**src/rtl/vme_env_pkg.sv**
```systemverilog
// ---------------------------------------------------------------------------
// vme_env_pkg
// Shared types for the VME controller environment:
//   master_state_t : bus-master FSM states
//   dev_state_t    : device-responder FSM states
//   TIMEOUT_DEF    : default dtack wait limit in cycles (8-bit counter)
//   err_cause_t    : error-cause codes, used by the testbench to label scenarios
// ---------------------------------------------------------------------------
package vme_env_pkg;

    localparam int TIMEOUT_DEF = 255;

    typedef enum logic [2:0] {
        M_IDLE,
        M_REQ,
        M_WACK,
        M_REL,
        M_WRACK,
        M_FIN,
        M_ERR
    } master_state_t;

    typedef enum logic [1:0] {
        D_LO,
        D_RISE,
        D_HI,
        D_FALL
    } dev_state_t;

    typedef enum logic [2:0] {
        ERR_NONE,
        ERR_TIMEOUT,
        ERR_LDS,
        ERR_DUAL,
        ERR_DTACK,
        ERR_RD_ORDER,
        ERR_WR_ORDER
    } err_cause_t;

endpackage

```
**src/rtl/vme_dev_resp.sv**
```systemverilog
// ---------------------------------------------------------------------------
// vme_dev_resp
// Device responder: answers lds events with ldtack events after LDTACK_DLY
// cycles. The ldtack pulse is registered at the LDTACK_DLY-th rising edge
// after the edge that sampled the lds event.
// Ports:
//   clk, reset                : clock, asynchronous active-high reset
//   lds_PLUS, lds_MINUS       : controller device-strobe events
//   ldtack_PLUS, ldtack_MINUS : registered one-cycle acknowledge pulses
//   dev_state                 : current FSM state (for the protocol checker)
// ---------------------------------------------------------------------------
module vme_dev_resp
    import vme_env_pkg::*;
#(
    parameter int LDTACK_DLY = 2
) (
    input  logic       clk,
    input  logic       reset,
    input  logic       lds_PLUS,
    input  logic       lds_MINUS,
    output logic       ldtack_PLUS,
    output logic       ldtack_MINUS,
    output dev_state_t dev_state
);

    localparam logic [3:0] DLY = 4'(LDTACK_DLY);

    logic [3:0] dly_cnt;

    always_ff @(posedge clk or posedge reset) begin
        if (reset) begin
            dev_state    <= D_LO;
            dly_cnt      <= '0;
            ldtack_PLUS  <= 1'b0;
            ldtack_MINUS <= 1'b0;
        end else begin
            ldtack_PLUS  <= 1'b0;
            ldtack_MINUS <= 1'b0;
            case (dev_state)
                D_LO: begin
                    if (lds_PLUS) begin
                        dly_cnt   <= DLY;
                        dev_state <= D_RISE;
                    end
                end
                D_RISE: begin
                    // count==1 means this decrement reaches zero
                    dly_cnt <= dly_cnt - 4'd1;
                    if (dly_cnt == 4'd1) begin
                        ldtack_PLUS <= 1'b1;
                        dev_state   <= D_HI;
                    end
                end
                D_HI: begin
                    if (lds_MINUS) begin
                        dly_cnt   <= DLY;
                        dev_state <= D_FALL;
                    end
                end
                D_FALL: begin
                    dly_cnt <= dly_cnt - 4'd1;
                    if (dly_cnt == 4'd1) begin
                        ldtack_MINUS <= 1'b1;
                        dev_state    <= D_LO;
                    end
                end
                default: dev_state <= D_LO;
            endcase
        end
    end

endmodule

```
**src/rtl/vme_env_sync.sv**
```systemverilog
// ---------------------------------------------------------------------------
// vme_env_sync
// Synchronous closed-loop environment for the clocked VME bus controller.
// Bus master issues dsr/dsw request events and waits for dtack events;
// device responder (vme_dev_resp) answers lds with ldtack; a protocol
// checker watches the controller outputs and sets a sticky error.
// Ports:
//   clk, reset                   : clock, asynchronous active-high reset
//   start, rnw                   : request one cycle (read when rnw=1)
//   d_*, lds_*, dtack_*          : controller event inputs (one-cycle pulses)
//   dsr_*, dsw_*                 : master request events (registered pulses)
//   ldtack_*                     : device acknowledge events (registered pulses)
//   busy, done, error            : master not idle / cycle complete / sticky error
//   cycle_count                  : completed cycles, wraps modulo 2^CNT_W
// ---------------------------------------------------------------------------
module vme_env_sync
    import vme_env_pkg::*;
#(
    parameter int LDTACK_DLY = 2,
    parameter int TIMEOUT    = TIMEOUT_DEF,
    parameter int CNT_W      = 16
) (
    input  logic             clk,
    input  logic             reset,
    input  logic             start,
    input  logic             rnw,
    input  logic             d_PLUS,
    input  logic             d_MINUS,
    input  logic             lds_PLUS,
    input  logic             lds_MINUS,
    input  logic             dtack_PLUS,
    input  logic             dtack_MINUS,
    output logic             dsr_PLUS,
    output logic             dsr_MINUS,
    output logic             dsw_PLUS,
    output logic             dsw_MINUS,
    output logic             ldtack_PLUS,
    output logic             ldtack_MINUS,
    output logic             busy,
    output logic             done,
    output logic             error,
    output logic [CNT_W-1:0] cycle_count
);

    localparam logic [7:0] TMO_LAST = 8'(TIMEOUT - 1);

    master_state_t state;
    dev_state_t    dev_state;
    logic          rnw_q;
    logic [7:0]    tmo_cnt;
    logic          d_seen;

    logic early_ack;
    logic dual_evt;
    logic lds_bad;
    logic dtack_bad;
    logic order_bad;
    logic violation;

    vme_dev_resp #(
        .LDTACK_DLY(LDTACK_DLY)
    ) u_dev (
        .clk         (clk),
        .reset       (reset),
        .lds_PLUS    (lds_PLUS),
        .lds_MINUS   (lds_MINUS),
        .ldtack_PLUS (ldtack_PLUS),
        .ldtack_MINUS(ldtack_MINUS),
        .dev_state   (dev_state)
    );

    // An ack landing in the same cycle as our request/release pulse is
    // dropped by the FSM; flag it so the lost handshake is visible.
    assign early_ack = (state == M_REQ && dtack_PLUS) || (state == M_REL && dtack_MINUS);
    assign dual_evt  = (d_PLUS && d_MINUS) || (lds_PLUS && lds_MINUS) ||
                       (dtack_PLUS && dtack_MINUS);
    assign lds_bad   = (lds_PLUS && dev_state != D_LO) || (lds_MINUS && dev_state != D_HI);
    assign dtack_bad = (dtack_PLUS && state != M_WACK) || (dtack_MINUS && state != M_WRACK);
    // Data ordering: a same-cycle d_PLUS counts as already seen.
    assign order_bad = (state != M_IDLE) && !(d_seen || d_PLUS) &&
                       ((rnw_q && dtack_PLUS) || (!rnw_q && lds_PLUS));
    assign violation = early_ack || dual_evt || lds_bad || dtack_bad || order_bad;

    always_ff @(posedge clk or posedge reset) begin
        if (reset) begin
            state       <= M_IDLE;
            rnw_q       <= 1'b0;
            tmo_cnt     <= '0;
            d_seen      <= 1'b0;
            dsr_PLUS    <= 1'b0;
            dsr_MINUS   <= 1'b0;
            dsw_PLUS    <= 1'b0;
            dsw_MINUS   <= 1'b0;
            busy        <= 1'b0;
            done        <= 1'b0;
            error       <= 1'b0;
            cycle_count <= '0;
        end else begin
            dsr_PLUS  <= 1'b0;
            dsr_MINUS <= 1'b0;
            dsw_PLUS  <= 1'b0;
            dsw_MINUS <= 1'b0;
            done      <= 1'b0;

            if (violation)
                error <= 1'b1;

            if (state == M_IDLE)
                d_seen <= 1'b0;
            else if (d_PLUS)
                d_seen <= 1'b1;

            case (state)
                M_IDLE: begin
                    if (start) begin
                        rnw_q    <= rnw;
                        dsr_PLUS <= rnw;
                        dsw_PLUS <= !rnw;
                        busy     <= 1'b1;
                        state    <= M_REQ;
                    end
                end
                M_REQ: begin
                    tmo_cnt <= '0;
                    state   <= M_WACK;
                end
                M_WACK: begin
                    if (dtack_PLUS) begin
                        dsr_MINUS <= rnw_q;
                        dsw_MINUS <= !rnw_q;
                        state     <= M_REL;
                    end else if (tmo_cnt == TMO_LAST) begin
                        error <= 1'b1;
                        state <= M_ERR;
                    end else begin
                        tmo_cnt <= tmo_cnt + 8'd1;
                    end
                end
                M_REL: begin
                    tmo_cnt <= '0;
                    state   <= M_WRACK;
                end
                M_WRACK: begin
                    if (dtack_MINUS) begin
                        done        <= 1'b1;
                        cycle_count <= cycle_count + CNT_W'(1);
                        state       <= M_FIN;
                    end else if (tmo_cnt == TMO_LAST) begin
                        error <= 1'b1;
                        state <= M_ERR;
                    end else begin
                        tmo_cnt <= tmo_cnt + 8'd1;
                    end
                end
                M_FIN: begin
                    busy  <= 1'b0;
                    state <= M_IDLE;
                end
                M_ERR: begin
                    error <= 1'b1;
                end
                default: begin
                    error <= 1'b1;
                    state <= M_ERR;
                end
            endcase
        end
    end

endmodule

```
**config.mk**
```make
export PLATFORM = sky130hd
export DESIGN_NAME = vme_env_sync
export DESIGN_NICKNAME = d
export VERILOG_FILES = /design/src/rtl/vme_env_pkg.sv /design/src/rtl/vme_dev_resp.sv /design/src/rtl/vme_env_sync.sv
export SDC_FILE = /design/constraint.sdc
export NUM_CORES = 1
export LEC_CHECK = 0
export CELL_PAD_IN_SITES_DETAIL_PLACEMENT = 0
export CELL_PAD_IN_SITES_GLOBAL_PLACEMENT = 1
export CORE_MARGIN = 4
export CORE_UTILIZATION = 26
export CTS_BUF_LIST = sky130_fd_sc_hd__clkbuf_8
export CTS_CLUSTER_SIZE = 14
export DETAILED_ROUTE_END_ITERATION = 8
export PLACE_DENSITY = 0.61
export RECOVER_POWER = 25
export SYNTH_ARGS = -nofsm -noshare
export SYNTH_HDL_FRONTEND = slang
export SYNTH_HIERARCHICAL = 1
export SYNTH_SLANG_ARGS = --single-unit
```
**constraint.sdc**
```tcl
create_clock -name clk -period 3.7 [get_ports clk]
set_input_delay 0.37 -clock clk [delete_from_list [all_inputs] [get_ports clk]]
set_output_delay 0.37 -clock clk [all_outputs]
set_load 0.02 [all_outputs]
```
======== After elaboration in Yosys (flattened, before gate mapping) ========
Cells that the tools add are included.
storage, ports and cells
  register bits after elaboration ......... 44
  output and inout port bits .............. 25
  word-level logic and storage cells ...... 124
  bits of input ports ..................... 10
cells by class
  bitwise logic cells ..................... 1
  reduce and logical (&&, ||, !) cells .... 44
  multiplexer cells ....................... 39
  equal/unequal tests ..................... 21
  add/sub/neg operators ................... 3
operator list
  kind                     number
  $mux W8                  3
  $pmux W8 S3              1
  $pmux W3 S7              1
  $mux W1                  20
  $add A16 B1 Y16 const B  1
  $logic_and A1 B1 Y1      13
  $mux W3                  4
  $ne A2 B2 Y1 const B     6
  $pmux W4 S3              1
  $logic_or A1 B1 Y1       11
  $reduce_and A2 Y1        5
  $eq A3 B3 Y1 const B     3
  $add A8 B1 Y8 const B    1
  $eq A8 B8 Y1 const B     1
  $mux W2                  4
  $mux W4                  2
  $pmux W2 S4              1
  $eq A3 B2 Y1 const B     2
  $reduce_bool A2 Y1       3
  $reduce_bool A3 Y1       2
  $eq A2 B2 Y1 const B     2
  $eq A4 B1 Y1 const B     1
  $ne A2 B1 Y1 const B     2
  $reduce_and A4 Y1        1
  other kinds (14)         17

======== Logic depth before layout (Yosys ltp) ========
  depth in word-level cells ............... 11
  depth in mapped cells ................... 7
  depth with buffers taken out ............ 6

======== Modules after synthesis ========
Netlist, hierarchy kept.
by module, submodules not included
  module        cells each  sequential area each (µm²)  instances  area an instance (µm²)
  vme_env_sync  179         900.9                       1          1833.0
  vme_dev_resp  45          200.2                       1          489.2

======== Worst setup path before layout ========
No wires, ideal clock.
  path type ............................... register to register
  start ................................... reg state[0]
  end ..................................... reg tmo_cnt[1]
  setup time .............................. 128 ps
  slack ................................... 2084 ps
  period minus slack after synthesis ...... 1616 ps
  required time ........................... 3572 ps
  buffers on the path ..................... 2
  arrival ................................. 1488 ps
  stages on the path, launching flop included .. 6
  cells stage by stage .................... dfrtp_1 -> buf_6 -> or3_1 -> buf_2 -> a21oi_2 -> mux2_1
on the way
  longest elaborated chain between the ends .. 4
  elaborated cells on any way between the ends .. 10
  those cells by class .................... eq/ne (6); mux (1); reduce/logical (3)
ends and longest elaborated chain
  what                                          RTL line             text
  from (decl)                                   vme_env_sync.sv:47   master_state_t state;
  from (signal assigned)                        vme_env_sync.sv:86   state <= M_IDLE;
  from (signal assigned)                        vme_env_sync.sv:120  state <= M_REQ;
  from (signal assigned)                        vme_env_sync.sv:125  state <= M_WACK;
  $eq A3 B1 Y1 or $eq A3 B2 Y1 (tied branches)  vme_env_sync.sv:113  case (state)
  $reduce_or A2 Y1 (no line)                    --
  $reduce_bool A3 Y1 (no line)                  --
  $reduce_and A3 Y1 (no line)                   --
  to (signal assigned)                          vme_env_sync.sv:136  tmo_cnt <= tmo_cnt + 8'd1;
  to (signal assigned)                          vme_env_sync.sv:152  tmo_cnt <= tmo_cnt + 8'd1;
  to (decl)                                     vme_env_sync.sv:50   logic [7:0] tmo_cnt;
Several ways; a longest one is shown, not always the timed one.
A chain may end at the register's enable or synchronous reset.

==> impl_metrics.toml <==
[status]
outcome = "finished, violations left"
failed_checks = "max-capacitance violations, max-slew violations"

[sta]
grt_setup_unrepaired = "no"
timing.max_slew.rel_slack = -0.362
timing.final.max_slew_violations = 37
min_period_over_period = 0.660
hold_viol = 0
fin_skew_ps = 11.7
fin_worst_hold_slack_ps = 480
sum_neg_setup_slack_ps = 0
final.min_clock_period_ps = 2440
fmax_mhz = 409
timing_worst_slew_pin_value_ps = 2040
timing.final.setup_violations = 0
layout_setup_ws_ps = 1260

[worst_setup_path]
crit_path_category = "primary input to async pin"
critical_path.max_fanout = 36
timing.critical_path.required_ps = 3710
worst_ep_arrival_time_ps = 2450
worst_setup_path_end_kind = "async pin"
crit_path_max_incr_delay_ps = 1450
buf_inv_stages_crit_path = 3
critical-path-slowest-cell = "clkbuf_1"
cp_top_family = "buffers and inverters"
crit_path_cell_trace = "dlygate4sd3_1, inv_1, clkbuf_1"
startpoint_type = "primary input"

[pwr]
worst_ir_drop_vdd_uv = 245
internal_power_uw = 1110
combPwrFrac = 0.362
seq_power_share = 0.421
p_leak_uw = 0.00123
clockPowerShare = 0.217
switching_share = 0.371
switchingPower_uw = 653
pwr_density_cell_nw_per_um2 = 612

[floorplanning]
core_area_um2 = 8720
die_h_um = 103
die_outline_area_um2 = 10500
placement_row_count = 34
pin_count = 35
floorplan.initialDensity = 0.266
fp.dieW_um = 103

[grt]
vias_in_the_first_global_route = 1673
groute.usage.overall = 0.0977
grt_pass1_wl_um = 8180
grt_antenna_before_repair = 0
grt_max_degree = 37
global_route.overflow_total = 0

[synth]
synth_seq_cells = 44
ys_async_sr_fraction = 1.00
ys_warn_count = 6
number_of_flops_mapped_to_enable_cells_by_yosys = 0
synth_cells = 224
synth_sequential_area_ratio = 0.474
synth.avg_cell_area_um2 = 10.4
post_synth_instance_area_um2 = 2320
synth_flop_cell = "dfrtp_1"
synth.distinct_cells = 51
synth_fp_nets = 243

[clock_network]
post-cts-setup-buffer-count = 0
tritoncts.num_buffers = 5
clock_tree_from_tritoncts = "yes"
clockBufferDepth = 2
clock-sinks = 44
hold_fix_buffer_count_after_cts = 0
clock_tree.root_cell = "clkbuf_8"
ctsResizeCount = 0
clock_transition_time_at_the_flip_flop_clock_pins_of_the_worst_setup_and_hold_paths_ps = 90
htree_levels = 2
worstSkewPairLatency_ps = 300

[flow_run]
timing.max_cap.violations = 1

[finish]
antenna_cells_inserted = 0
num-fill-cells = 877
finish.net_count = 278
final_design_area_no_fill_um2 = 2880
leading_cell_type_in_the_layout_fill_and_taps_excluded = "dfrtp_1"
area_delta_synth_final_pct = 23.8
fraction_of_layout_cells_with_a_size_suffix_above_1 = 0.100
final_cell_mix = "dfrtp_1, clkdlybuf4s50_1, nand2_1"

[routing]
avgRoutedWirePerCell_um = 13.2
detail_route.first_pass.iterations = 4
drt_wl_total_um = 4840
vias_per_cell = 4.65
route.detailed.drc = 0
route.antenna.remaining_nets = 0
drt-initial-drc-count = 66
dr_total_vias = 1713

[place]
post_dp_cell_area_um2 = 2760
detailedPlace.worstSlack_ps = 1460
hpwlAfterDp_um = 3530
place_congestion = 0.755
placement.io_buffers = 34

[hold_path]
holdCritPathClass = "primary input to async pin"
==> path summary, 6_finish.rpt <==
check                  startpoint                 to  slack (ps)  depth (start not counted)
max                         reset               busy        1260                          3
min                         reset  u_dev/ldtack_PLUS         480                          2
max reg2reg              state[0]         tmo_cnt[7]        1570                          4
min reg2reg       cycle_count[15]    cycle_count[15]         480                          1
max in group clk         state[0]         tmo_cnt[7]        1570                          4
min in group clk  cycle_count[15]    cycle_count[15]         480                          1
==> final cells by class <==
cell class,count,area [µm²],share of cell area
sequential,44,1100,0.383
clock inverter,3,46.3,0.0161
inverter,12,45.0,0.0157
multi-input combinational,160,1130,0.392
tap,108,135,0.0470
timing repair buffer,36,352,0.122
clock buffer,5,68.8,0.0239
==> synth_stat cells (2+ instances only) <==
cell type / count / area share
a211oi_1: 5 / 0.016
a21oi_1: 4 / 0.0086
a31oi_1: 2 / 0.0054
and2_1: 4 / 0.011
and3_1: 4 / 0.011
and4_1: 2 / 0.0075
buf_2: 3 / 0.0065
buf_4: 2 / 0.0065
clkbuf_1: 2 / 0.0032
dfrtp_1: 44 / 0.47
ha_1: 9 / 0.048
inv_1: 12 / 0.019
mux2_2: 2 / 0.0097
mux2i_1: 7 / 0.030
nand2_1: 18 / 0.029
nand2b_1: 7 / 0.019
nand3_1: 6 / 0.013
nand4_1: 8 / 0.022
nor2_1: 11 / 0.018
nor2b_1: 5 / 0.013
nor3_1: 6 / 0.013
nor4_1: 3 / 0.0081
o211ai_1: 3 / 0.0097
o21ai_0: 6 / 0.013
o21ai_1: 2 / 0.0043
o2bb2ai_1: 2 / 0.0075
o31ai_1: 2 / 0.0065
or2_2: 7 / 0.019
xnor2_1: 9 / 0.034
xor2_1: 6 / 0.023
==> metal layers <==
| layer | GRT usage | vias up | part of all wire |
|---|---|---|---|
| li1 | - | 855 | - |
| met1 | 0.136 | 820 | 0.48 |
| met2 | 0.148 | 34 | 0.46 |
| met3 | 0.0257 | 4 | 0.048 |
| met4 | 0.0313 | 0 | 0.011 |
| met5 | 0 | - | 0 |
==> power by group through the flow <==
stage	logic, µW	registers (µW)	clock network, µW
floorplan	504	714	0
global placement	639	750	0
detailed placement	648	749	0
CTS	650	740	401
global route	730	766	423
finish	637	740	381
==> registers in the layout, summed over array words and instances (netlist names) <==
signal / cells
cycle_count: 16
tmo_cnt: 8
u_dev/dly_cnt: 4
state: 3
u_dev/dev_state: 2
busy: 1
d_seen: 1
done: 1
dsr_MINUS: 1
dsr_PLUS: 1
dsw_MINUS: 1
dsw_PLUS: 1
error: 1
rnw_q: 1
u_dev/ldtack_MINUS: 1
u_dev/ldtack_PLUS: 1
==> through the flow <==
step / util / instances / power, µW
6_report: 0.330 / 368 / 1760
5_1_grt: 0.330 / 368 / 1920
4_1_cts: 0.330 / 368 / 1790
3_5_place_dp: 0.317 / 360 / 1400
3_3_place_gp: 0.317 / 360 / 1390
2_1_floorplan: - / 224 / 1220
==> cell families after synthesis <==
group	share of synthesized area
simple gates	0.216
flops	0.474
compound gates	0.113
buf+inv	0.0404
xor+xnor	0.0566
mux	0.0512
fa+ha+maj	0.0485
Power figures use the tool's default switching activity.
==> RTL change (same flow settings) <==
`CNT_W`: 16 -> 32.
--- a/src/rtl/vme_env_sync.sv
+++ b/src/rtl/vme_env_sync.sv
@@ -18,7 +18,7 @@
 #(
     parameter int LDTACK_DLY = 2,
     parameter int TIMEOUT    = TIMEOUT_DEF,
-    parameter int CNT_W      = 16
+    parameter int CNT_W      = 32
 ) (
     input  logic             clk,
     input  logic             reset,
Interface: changed (resized cycle_count); port bits go from 35 to 51. The function was not compared with the original's and may differ.
==> RTL change against the original RTL <==
Power decreased by 6.4%; setup slack improved by 0.33 ns; non-clock buffer count increased by 15; synthesized area increased by 29%; clock skew decreased by 0.0016 ns; register-to-register slack improved by 0.02 ns; final area increased by 35%; core utilization increased by 2.0 points; via count increased by 31%; sequential cell count increased by 16; sequential power decreased by 2%; hold slack got worse by 0.043 ns; wire length increased by 34%.
==> RTL change: results <==
final_layout:
  layout.nets: 355
  final_layout_size_suffix_gt1_share_pct: 11.4
  sh_seq_area_pct: 38.7
  biggestRegsByFlops: "cycle_count: 32 flops, tmo_cnt: 8 flops, u_dev/dly_cnt: 4 flops"
  multi_input_gate_share_of_total_cell_area_pct: 36.6
  final-nonclk-buf-share_pct: 13.1
  n_fill_cell: 1154
  multi_input_gates: 201
  n_clock_buffer: 9
  layout.non_clock_buffers: 51
worst_setup_path:
  rrSetupSlack_ns: 1.59
  critPathArrivalTime_ns: 2.33
timing:
  slew_headroom_pct: 13.6
  hold-worst-slack_ns: 0.437
  fin_skew_ns: 0.0101
placed_design:
  gp_routability_congestion: 0.715
  dp_hpwl_um: 4830
  io_buffers: 50
clocking:
  cts_max_level: 3
  post_cts_resized: 0
  clk_pin_slew_worst_paths_ns: 0.07
  number_of_clock_sinks: 60
  clock_latency_ns: 0.33
  post-cts-setup-buffers: 0
grt:
  grt_usage_pct: 10.4
  grt_pass1_wl_um: 11000
  via_count_of_the_first_global_routing_pass: 2216
  largest_net_degree_at_the_start_of_global_routing: 34
route:
  vias: 2247
  routed_wl_um: 6480
  drt_first_pass_iters: 5
power:
  max-vdd-ir-drop_mv: 0.218
yosys:
  main_area_contributors_after_synthesis: "dfrtp_1 50%, xnor2_1 7.9%, ha_1 3.8%, nand3_1 2.8%, nand2_1 2.6%"
  mappedNetlistNets: 299
  seq_area_frac_synth_pct: 50.0
run_status:
  status: "complete, no violations"
[RTL change: kinds of logic after synthesis]
family	count (synthesis)	share of synthesized area, %
AND/OR/NAND/NOR	115	22.6
flip-flops	60	50.0
AO/OA/AOI/OAI	38	9.01
XOR/XNOR	33	9.63
buffers and inverters	19	2.67
adder cells (fa/ha/maj)	9	3.75
multiplexers	6	2.25
[RTL change: worst max-delay path, stage by stage (launching register included)]
cell	delay, ns
dfrtp_1	0.65
nor2b_1	0.54
nor3_2	0.13
a21oi_2	0.30
mux2_2	0.37
[RTL change: report_power, final]
part / total (mW) / switching [mW] / leakage [nW] / internal, mW
clock network: 0.655 / 0.272 / 0.110 / 0.382
registers: 0.724 / 0.0368 / 0.760 / 0.687
logic: 0.268 / 0.135 / 0.833 / 0.133
[RTL change: worst max-delay path by stage]
stage	slack (ns)	cells after the start	to	startpoint
final	1.59	4	tmo_cnt[1]	state[0]
after global routing	1.38	4	tmo_cnt[1]	state[0]
after CTS	1.53	4	tmo_cnt[1]	state[0]
after detailed placement	1.44	6	cycle_count[27]	dtack_MINUS
after global placement	1.45	6	cycle_count[31]	dtack_MINUS
after floorplan	2.04	5	cycle_count[21]	cycle_count[11]
[RTL change: per-stage QoR]
step	cells	worst slack, ns	instance area (sq um)	power, mW
floorplan	280	2.04	3000	0.939
global placement	465	1.45	3650	1.00
detailed placement	465	1.44	3650	1.01
CTS	481	1.53	3870	1.67
global route	481	1.38	3870	1.75
finish	481	1.59	3870	1.65
[RTL change: per-layer routing]
layer | global-route usage, % | vias up | wire length, um
li1 | - | 1104 | -
met1 | 13.7 | 1093 | 3030
met2 | 16.5 | 42 | 3080
met3 | 2.87 | 8 | 293
met4 | 3.29 | 0 | 73
met5 | 0 | - | 0
